**config.mk**
```make
export PLATFORM = sky130hd
export DESIGN_NAME = sap1_fetch_addr_seq_flat
export DESIGN_NICKNAME = d
export VERILOG_FILES = /design/src/rtl/sap1_fetch_addr_seq_if.sv /design/src/rtl/sap1_fetch_addr_seq.sv /design/src/flat_wrapper.sv
export SDC_FILE = /design/constraint.sdc
export NUM_CORES = 1
export LEC_CHECK = 0
export CAP_MARGIN = 25
export CELL_PAD_IN_SITES_DETAIL_PLACEMENT = 1
export CELL_PAD_IN_SITES_GLOBAL_PLACEMENT = 2
export CORE_ASPECT_RATIO = 0.5
export CORE_MARGIN = 10
export CORE_UTILIZATION = 27
export DETAILED_ROUTE_END_ITERATION = 7
export PLACE_DENSITY = 0.88
export SLEW_MARGIN = 20
export SYNTH_ARGS = -nofsm -noshare
export SYNTH_HDL_FRONTEND = slang
export SYNTH_SLANG_ARGS = --single-unit
```
**constraint.sdc**
```tcl
create_clock -name clock -period 1.2 [get_ports clock]
set_input_delay 0.18 -clock clock [delete_from_list [all_inputs] [get_ports clock]]
set_output_delay 0.18 -clock clock [all_outputs]
set_load 0.005 [all_outputs]
```
**src/rtl/sap1_fetch_addr_seq_if.sv**
```systemverilog
// Bus between a SAP-1 requester and the fetch/address sequencer.
//   req/mode/operand : access request, fetch (mode=0) or direct (mode=1) address
//   jump/jump_addr   : PC load, honoured only while the sequencer is idle
//   halt             : blocks acceptance of new requests
//   mar_out/pc_out   : address to the ROM decoder, current program counter
//   busy/done        : access in flight / ROM word valid this cycle
//   pc_wrap          : fetch rolled the PC over from all-ones to zero
interface sap1_fetch_addr_seq_if #(
  parameter int ADDR_W = 4
);
  logic              req;
  logic              mode;
  logic [ADDR_W-1:0] operand;
  logic              jump;
  logic [ADDR_W-1:0] jump_addr;
  logic              halt;
  logic [ADDR_W-1:0] mar_out;
  logic [ADDR_W-1:0] pc_out;
  logic              busy;
  logic              done;
  logic              pc_wrap;

  modport master (
    output req, mode, operand, jump, jump_addr, halt,
    input  mar_out, pc_out, busy, done, pc_wrap
  );

  modport slave (
    input  req, mode, operand, jump, jump_addr, halt,
    output mar_out, pc_out, busy, done, pc_wrap
  );
endinterface

```
**src/rtl/sap1_fetch_addr_seq.sv**
```systemverilog
// SAP-1 ROM address-generation stage: holds PC and MAR, sequences one ROM
// access per accepted request and drives the MAR into decoder4to16.
//   clock : rising-edge clock
//   reset : synchronous, active-high; returns to idle with PC=MAR=0
//   bus   : slave side of sap1_fetch_addr_seq_if (request, jump, halt in;
//           mar_out, pc_out, busy, done, pc_wrap out)
// Parameters: ADDR_W (MAR/PC width), ROM_LATENCY (1..7 cycles the address is
// held before the ROM word is valid).
module sap1_fetch_addr_seq #(
  parameter int ADDR_W      = 4,
  parameter int ROM_LATENCY = 1
) (
  input  logic                  clock,
  input  logic                  reset,
  sap1_fetch_addr_seq_if.slave  bus
);

  localparam logic [1:0] S_IDLE = 2'd0;
  localparam logic [1:0] S_WAIT = 2'd1;
  localparam logic [1:0] S_DONE = 2'd2;

  localparam logic [2:0] LAT = 3'(ROM_LATENCY);

  logic [1:0]        state;
  logic [ADDR_W-1:0] pc;
  logic [ADDR_W-1:0] mar;
  logic [2:0]        cnt;
  logic              done_q;
  logic              wrap_q;

  always_ff @(posedge clock) begin
    if (reset) begin
      state  <= S_IDLE;
      pc     <= '0;
      mar    <= '0;
      cnt    <= '0;
      done_q <= 1'b0;
      wrap_q <= 1'b0;
    end else begin
      done_q <= 1'b0;
      wrap_q <= 1'b0;
      case (state)
        S_IDLE: begin
          // jump wins over a same-cycle request; that request is dropped
          if (bus.jump) begin
            pc <= bus.jump_addr;
          end else if (bus.req && !bus.halt) begin
            cnt   <= LAT;
            state <= S_WAIT;
            if (bus.mode) begin
              mar <= bus.operand;
            end else begin
              mar    <= pc;
              pc     <= pc + 1'b1;
              wrap_q <= &pc;
            end
          end
        end
        S_WAIT: begin
          // done is registered on the WAIT->DONE edge so it is high exactly
          // during the DONE cycle
          if (cnt == 3'd1) begin
            state  <= S_DONE;
            done_q <= 1'b1;
            cnt    <= '0;
          end else begin
            cnt <= cnt - 1'b1;
          end
        end
        S_DONE: state <= S_IDLE;
        default: state <= S_IDLE;
      endcase
    end
  end

  assign bus.mar_out = mar;
  assign bus.pc_out  = pc;
  assign bus.busy    = (state != S_IDLE);
  assign bus.done    = done_q;
  assign bus.pc_wrap = wrap_q;

endmodule

```
**src/flat_wrapper.sv**
```systemverilog
// flat-port wrapper written by rule: the top's interface ports become plain ports
module sap1_fetch_addr_seq_flat 
#(
  parameter int ADDR_W      = 4,
  parameter int ROM_LATENCY = 1
)
  (clock, reset, bus_req, bus_mode, bus_operand, bus_jump, bus_jump_addr, bus_halt, bus_mar_out, bus_pc_out, bus_busy, bus_done, bus_pc_wrap);
  sap1_fetch_addr_seq_if #(.ADDR_W(ADDR_W)) bus_i ();
  input  logic clock;
  input  logic reset;
  input wire logic [$bits(bus_i.req)-1:0] bus_req;
  input wire logic [$bits(bus_i.mode)-1:0] bus_mode;
  input wire logic [$bits(bus_i.operand)-1:0] bus_operand;
  input wire logic [$bits(bus_i.jump)-1:0] bus_jump;
  input wire logic [$bits(bus_i.jump_addr)-1:0] bus_jump_addr;
  input wire logic [$bits(bus_i.halt)-1:0] bus_halt;
  output wire logic [$bits(bus_i.mar_out)-1:0] bus_mar_out;
  output wire logic [$bits(bus_i.pc_out)-1:0] bus_pc_out;
  output wire logic [$bits(bus_i.busy)-1:0] bus_busy;
  output wire logic [$bits(bus_i.done)-1:0] bus_done;
  output wire logic [$bits(bus_i.pc_wrap)-1:0] bus_pc_wrap;
  assign bus_i.req = bus_req;
  assign bus_i.mode = bus_mode;
  assign bus_i.operand = bus_operand;
  assign bus_i.jump = bus_jump;
  assign bus_i.jump_addr = bus_jump_addr;
  assign bus_i.halt = bus_halt;
  assign bus_mar_out = bus_i.mar_out;
  assign bus_pc_out = bus_i.pc_out;
  assign bus_busy = bus_i.busy;
  assign bus_done = bus_i.done;
  assign bus_pc_wrap = bus_i.pc_wrap;
  sap1_fetch_addr_seq #(.ADDR_W(ADDR_W), .ROM_LATENCY(ROM_LATENCY)) u_core (.clock(clock), .reset(reset), .bus(bus_i));
endmodule
```
; ---- After elaboration in Yosys (flattened, before gate mapping)
; Cells that the tools add are included.
[word_totals]
regBits = 15
latchBits = 0
ram_bits = 0
rom_bits = 0
in_bits = 14
output_inout_bits = 11
elab_cells = 44
memories = 0
[classes]
addsub = 2
n_mul = 0
div = 0
magnitude_cmp = 0
n_eq_ne = 6
n_shift = 0
n_mux = 13
bitwise_logic = 4
n_reduce_logical = 13
[op_table]
columns = cell, n
row1 = 4-bit 2-to-1 mux, 4
row2 = 3-bit AND reduction, 4
row3 = 3-bit 2-to-1 mux, 3
row4 = 2-bit 2-to-1 mux, 3
row5 = 2-bit by 1-bit != test with 1-bit output (second input constant), 3
row6 = 3-bit one-hot mux with 2 select lines, 1
row7 = 2-bit nonzero test, 3
row8 = 5-bit OR reduction, 1
row9 = 4-bit by 1-bit adder with 4-bit output (second input constant), 1
row10 = 1-bit inverter, 4
row11 = 2-bit one-hot mux with 2 select lines, 1
row12 = 4-bit AND reduction, 1
row13 = 3-bit by 1-bit equality test with 1-bit output (second input constant), 1
row14 = 3-bit by 1-bit subtractor with 3-bit output (second input constant), 1
row15 = 2-bit by 1-bit equality test with 1-bit output (second input constant), 1
row16 = 2-bit zero test, 1
row17 = 2-bit != test (second input constant), 1
row18 = 2-bit OR reduction, 1
row19 = 1-bit logical AND, 1
row20 = 1-bit zero test, 1
row21 = 1-bit 2-to-1 mux, 1

; ---- Depth between registers and ports, before layout
[depth]
depth_word = 5
mapped_depth = 5
mapped_depth_nobuf = 5

; ---- Worst setup path after synthesis
; Ideal clock, no wire load.
[synth_path]
kind = reg2reg
from = register u_core.cnt[0]
to = register u_core.cnt[1]
setup_ps = 70
t_arrival_ps = 1044
required_time_ps = 1130
path_slack_ps = 86
path_stages_with_launch = 5
path_buffers = 0
period_less_slack_ps = 1114
cell_sequence = dfxtp_1 inv_1 ha_1 or2_2 o2bb2ai_1
[synth_via]
elab_chain_len = 3
word_cells_on_any_way = 4
cone_classes = add/sub (1) / eq/ne (1) / mux (2)
[synth_rtl]
columns = element, line
row1 = start: declaration, sap1_fetch_addr_seq.sv:27  ; logic [2:0] cnt;
row2 = start signal: assignment, sap1_fetch_addr_seq.sv:67  ; cnt <= cnt - 1'b1;
row3 = 3-bit by 1-bit subtractor with 3-bit output / 3-bit by 1-bit equality test with 1-bit output (equally long branches), "sap1_fetch_addr_seq.sv:67, sap1_fetch_addr_seq.sv:62"
row4 = 3-bit 2-to-1 mux (*), sap1_fetch_addr_seq.sv:62  ; if (cnt == 3'd1) begin
row5 = 3-bit one-hot mux with 2 select lines (*), sap1_fetch_addr_seq.sv:42  ; case (state)
; Mark *: on every way between the ends. The rest lies on a longest branch, timed or not.
; A chain may end at the register's enable or synchronous reset.

; ---- Worst setup path in the final report
[layout_path]
from = register u_core.pc[0] (netlist: u_core.bus.pc_out[0])
to = register u_core.pc[0] (netlist: u_core.bus.pc_out[0])
[layout_via]
elab_chain_len = 4
[layout_rtl]
columns = element, line
row1 = start: declaration, sap1_fetch_addr_seq.sv:25  ; logic [ADDR_W-1:0] pc;
row2 = start signal: assignment, sap1_fetch_addr_seq.sv:46  ; pc <= bus.jump_addr;
row3 = start signal: assignment, sap1_fetch_addr_seq.sv:54  ; pc <= pc + 1'b1;
row4 = 4-bit by 1-bit adder with 4-bit output, sap1_fetch_addr_seq.sv:54
row5 = 4-bit 2-to-1 mux, sap1_fetch_addr_seq.sv:50  ; if (bus.mode) begin
row6 = 4-bit 2-to-1 mux, sap1_fetch_addr_seq.sv:47  ; end else if (bus.req && !bus.halt) begin
row7 = 4-bit 2-to-1 mux, sap1_fetch_addr_seq.sv:45  ; if (bus.jump) begin
; No other way between the ends. The select of a mux whose other input is x is not followed.

==> impl_metrics.py <==
metrics = {
    "synthesis": {
        "synthCells": 89,
        "ys_ff_latch": 15,
        "yosys.area.top_type": "dfxtp_1",
        "yosys-top-cells-area": "dfxtp_1 36%, mux2i_1 7.1%, a211oi_2 4.5%, ha_1 4.5%, a21oi_1 3.6%",
        "synth_flop_cell": "dfxtp_1",
        "seq_area_frac_synth": 0.357,
        "yosysTopAreaCellShare": 0.357,
        "synth_cell_types": 41,
        "synthesis.nets": 106,
        "async_reset_ff_frac": 0,
        "yosysWarnings": 0,
        "synth_edf_count": 0,
        "syn_area_um2": 842,
        "synth_area_per_cell_um2": 9.46,
    },
    "setup_path": {
        "cpLargestDelayFamily": "flip-flops",
        "endpoint_kind": "flop",
        "crit_required_ns": 1.37,
        "critical_path.slowest_cell": "dfxtp_2",
        "crit_path_end": "u_core.bus.pc_out[0]",
        "critPathBufInv": 2,
        "start_kind": "flop",
        "crit_arrival_ns": 1.34,
        "rr_startpoint": "u_core.bus.pc_out[0]",
        "cp_num_cells": 5,
        "r2r_slack_ns": 0.03,
        "worstSetupPathType": "flop to flop",
        "reg2reg_to": "u_core.bus.pc_out[0]",
        "path_max_fanout": 4,
        "rr_worst_depth": 5,
        "worst_path_largest_cell_delay_ns": 0.32,
        "crit_start": "u_core.bus.pc_out[0]",
        "cp_cell_sequence": "buf_4, buf_6, nor4_2, mux2i_1, a31oi_1",
    },
    "final_layout": {
        "fin_cells": 168,
        "utilization": 0.456,
        "diodes": 0,
        "area_growth_syn_to_layout_pct": 62.1,
        "finalNetCount": 146,
        "drive_gt1_frac": 0.359,
        "fin_area_mm2": 0.00137,
    },
    "global_route": {
        "use_met2": 0.161,
        "grt_max_degree": 17,
        "grt_pass1_vias": 867,
        "grtUsageMet3": 0.0268,
        "grt_pass1_wl_um": 4320,
        "grt_busiest_layer": "met2",
        "met1_usage": 0.0998,
        "grt_remaining_overflow": 0,
        "antenna_found_initial": 0,
        "grt_use_total": 0.0879,
    },
    "power_and_ir_drop": {
        "seq_power_share": 0.425,
        "comb_power_share": 0.254,
        "intPower_mw": 0.942,
        "switching_share": 0.271,
        "p_leak_nw": 0.566,
        "power_frac_clock": 0.320,
        "ir_worst_vdd_mv": 0.401,
        "p_sw_mw": 0.350,
        "power_density_mw_per_mm2": 946,
    },
    "sta": {
        "slew_headroom": 0.795,
        "worst_pin_slew_ns": 0.307,
        "drv_slew": 0,
        "grt_setup_unrepaired": "yes",
        "worst_slack_ns": 0.0309,
        "hold_violations": 0,
        "finalSetupViolations": 0,
        "max_clock_freq_mhz": 855,
        "fin_crit_ns": 1.17,
        "clock_skew_ns": 0.00101,
        "fin_setup_tns_ns": 0,
        "fin_crit_sh": 0.974,
    },
    "clocking": {
        "cts_buffer_depth": 2,
        "clock-sinks": 15,
        "insertion_delay_ns": 0.25,
        "htreeDepth": 1,
        "clk_pin_slew_worst_paths_ns": 0.06,
        "root_buffer": "clkbuf_8",
        "cts_tree": "done",
        "cts_buffers": 3,
        "holdBufCountCts": 0,
    },
    "die": {
        "row_count": 14,
        "boundaryPins": 25,
        "die_h_um": 59.5,
        "die_w_um": 99.0,
        "dieArea_mm2": 0.00589,
        "core_mm2": 0.00300,
        "start_util": 0.281,
    },
    "detailed_routing": {
        "vias_per_cell": 4.89,
        "route.detailed.drc": 0,
        "wl_per_cell_um": 15.3,
        "dr.pass1.iters": 4,
        "drt_iter0_markers": 32,
        "postRouteWirelength_um": 2570,
        "vias": 821,
        "antenna_left": 0,
    },
    "place": {
        "io_buffer_count": 24,
        "placed_area_mm2": 0.00122,
        "placedCellCount": 162,
        "gp_congestion": 0.751,
        "hpwl_um": 1920,
        "dp_slack_ns": -0.312,
    },
    "run": {
        "maxCapViolations": 0,
    },
    "worst_hold_path": {
        "hold_class": "flop to flop",
    },
    "run_status": {
        "status": "completed",
    },
}
## timing repair
| action | in CTS | in global routing |
|---|---|---|
| gates resized for setup | 28 | 12 |
| endpoints found under the setup margin | 21 | 7 |
| pin swaps | 5 | 4 |
| buffers inserted | 3 | 0 |
## kinds of logic (layout without fill, tap and decap cells)
group           Yosys count  in the layout  share of synthesized area
fa+ha+maj                 3              3                     0.0446
simple gates             29             29                      0.232
mux                       6              6                     0.0713
compound gates           25             25                      0.230
flops                    15             15                      0.357
buf+inv                  11             50                     0.0654
## per-stage QoR
stage          hold slack [ns]  total power [mW]
2_1_floorplan            0.351             0.699
3_3_place_gp             0.491             0.848
3_5_place_dp             0.517             0.854
4_1_cts                  0.515              1.28
5_1_grt                  0.545              1.36
6_report                 0.519              1.29
## worst reg2reg max path, stage by stage (launching register included)
cell	delay (ns)
dfxtp_2	0.32
buf_4	0.15
buf_6	0.12
nor4_2	0.26
mux2i_1	0.11
a31oi_1	0.15
## registers in the layout, indices dropped and copies added (netlist names)
signal,count
u_core.bus.mar_out,4
u_core.bus.pc_out,4
u_core.cnt,3
u_core.state,2
u_core.bus.done,1
u_core.bus.pc_wrap,1
## metal layers
metal,part of all wire,vias to the layer above
met2,0.53,9
met5,0,-
met1,0.43,407
met4,0.0066,0
li1,-,403
met3,0.030,2
## power by group through the flow
stage          Combinational [mW]  Sequential [mW]  Clock (mW)
2_1_floorplan               0.140            0.559           0
3_3_place_gp                0.289            0.558           0
3_5_place_dp                0.295            0.559           0
5_1_grt                     0.362            0.553       0.443
4_1_cts                     0.307            0.547       0.426
6_report                    0.329            0.549       0.414
## synthesized netlist by cell type, drive strengths merged (3+ instances only)
cell type  count
buf            4
a21oi          6
ha             3
inv            6
dfxtp         15
a211oi         5
nor3b          4
mux2i          6
nand2b         3
nand2          3
nor2           4
## layout by cell type, fill, tap and decap left out, types with 4 or more instances in the layout
| cell type | synthesis | layout |
|---|---|---|
| inv_1 | 5 | 5 |
| dlygate4sd2_1 | 0 | 14 |
| clkdlybuf4s50_1 | 0 | 9 |
| mux2i_1 | 6 | 6 |
| dfxtp_2 | 0 | 4 |
| a21oi_1 | 6 | 6 |
| a211oi_2 | 3 | 5 |
| buf_4 | 1 | 12 |
| dfxtp_1 | 15 | 10 |
## cell type report
type	instances	area (um^2)
Timing Repair Buffer	40	367
Tap cell	40	50.0
Multi-Input combinational cell	63	572
Sequential cell	15	309
Clock buffer	4	45.0
Fill cell	346	1630
Inverter	6	22.5
## how the worst min path moves through the flow
stage | cells after the start | startpoint | to
2_1_floorplan | 2 | bus_jump_addr[0] | u_core.bus.pc_out[0]
3_3_place_gp | 2 | u_core.cnt[0] | u_core.cnt[0]
3_5_place_dp | 2 | u_core.bus.mar_out[1] | u_core.bus.mar_out[1]
4_1_cts | 2 | u_core.bus.pc_out[1] | u_core.bus.pc_out[1]
5_1_grt | 2 | u_core.bus.pc_out[1] | u_core.bus.pc_out[1]
6_report | 2 | u_core.cnt[0] | u_core.cnt[0]
Note: power is estimated with default switching activity, not from simulation.
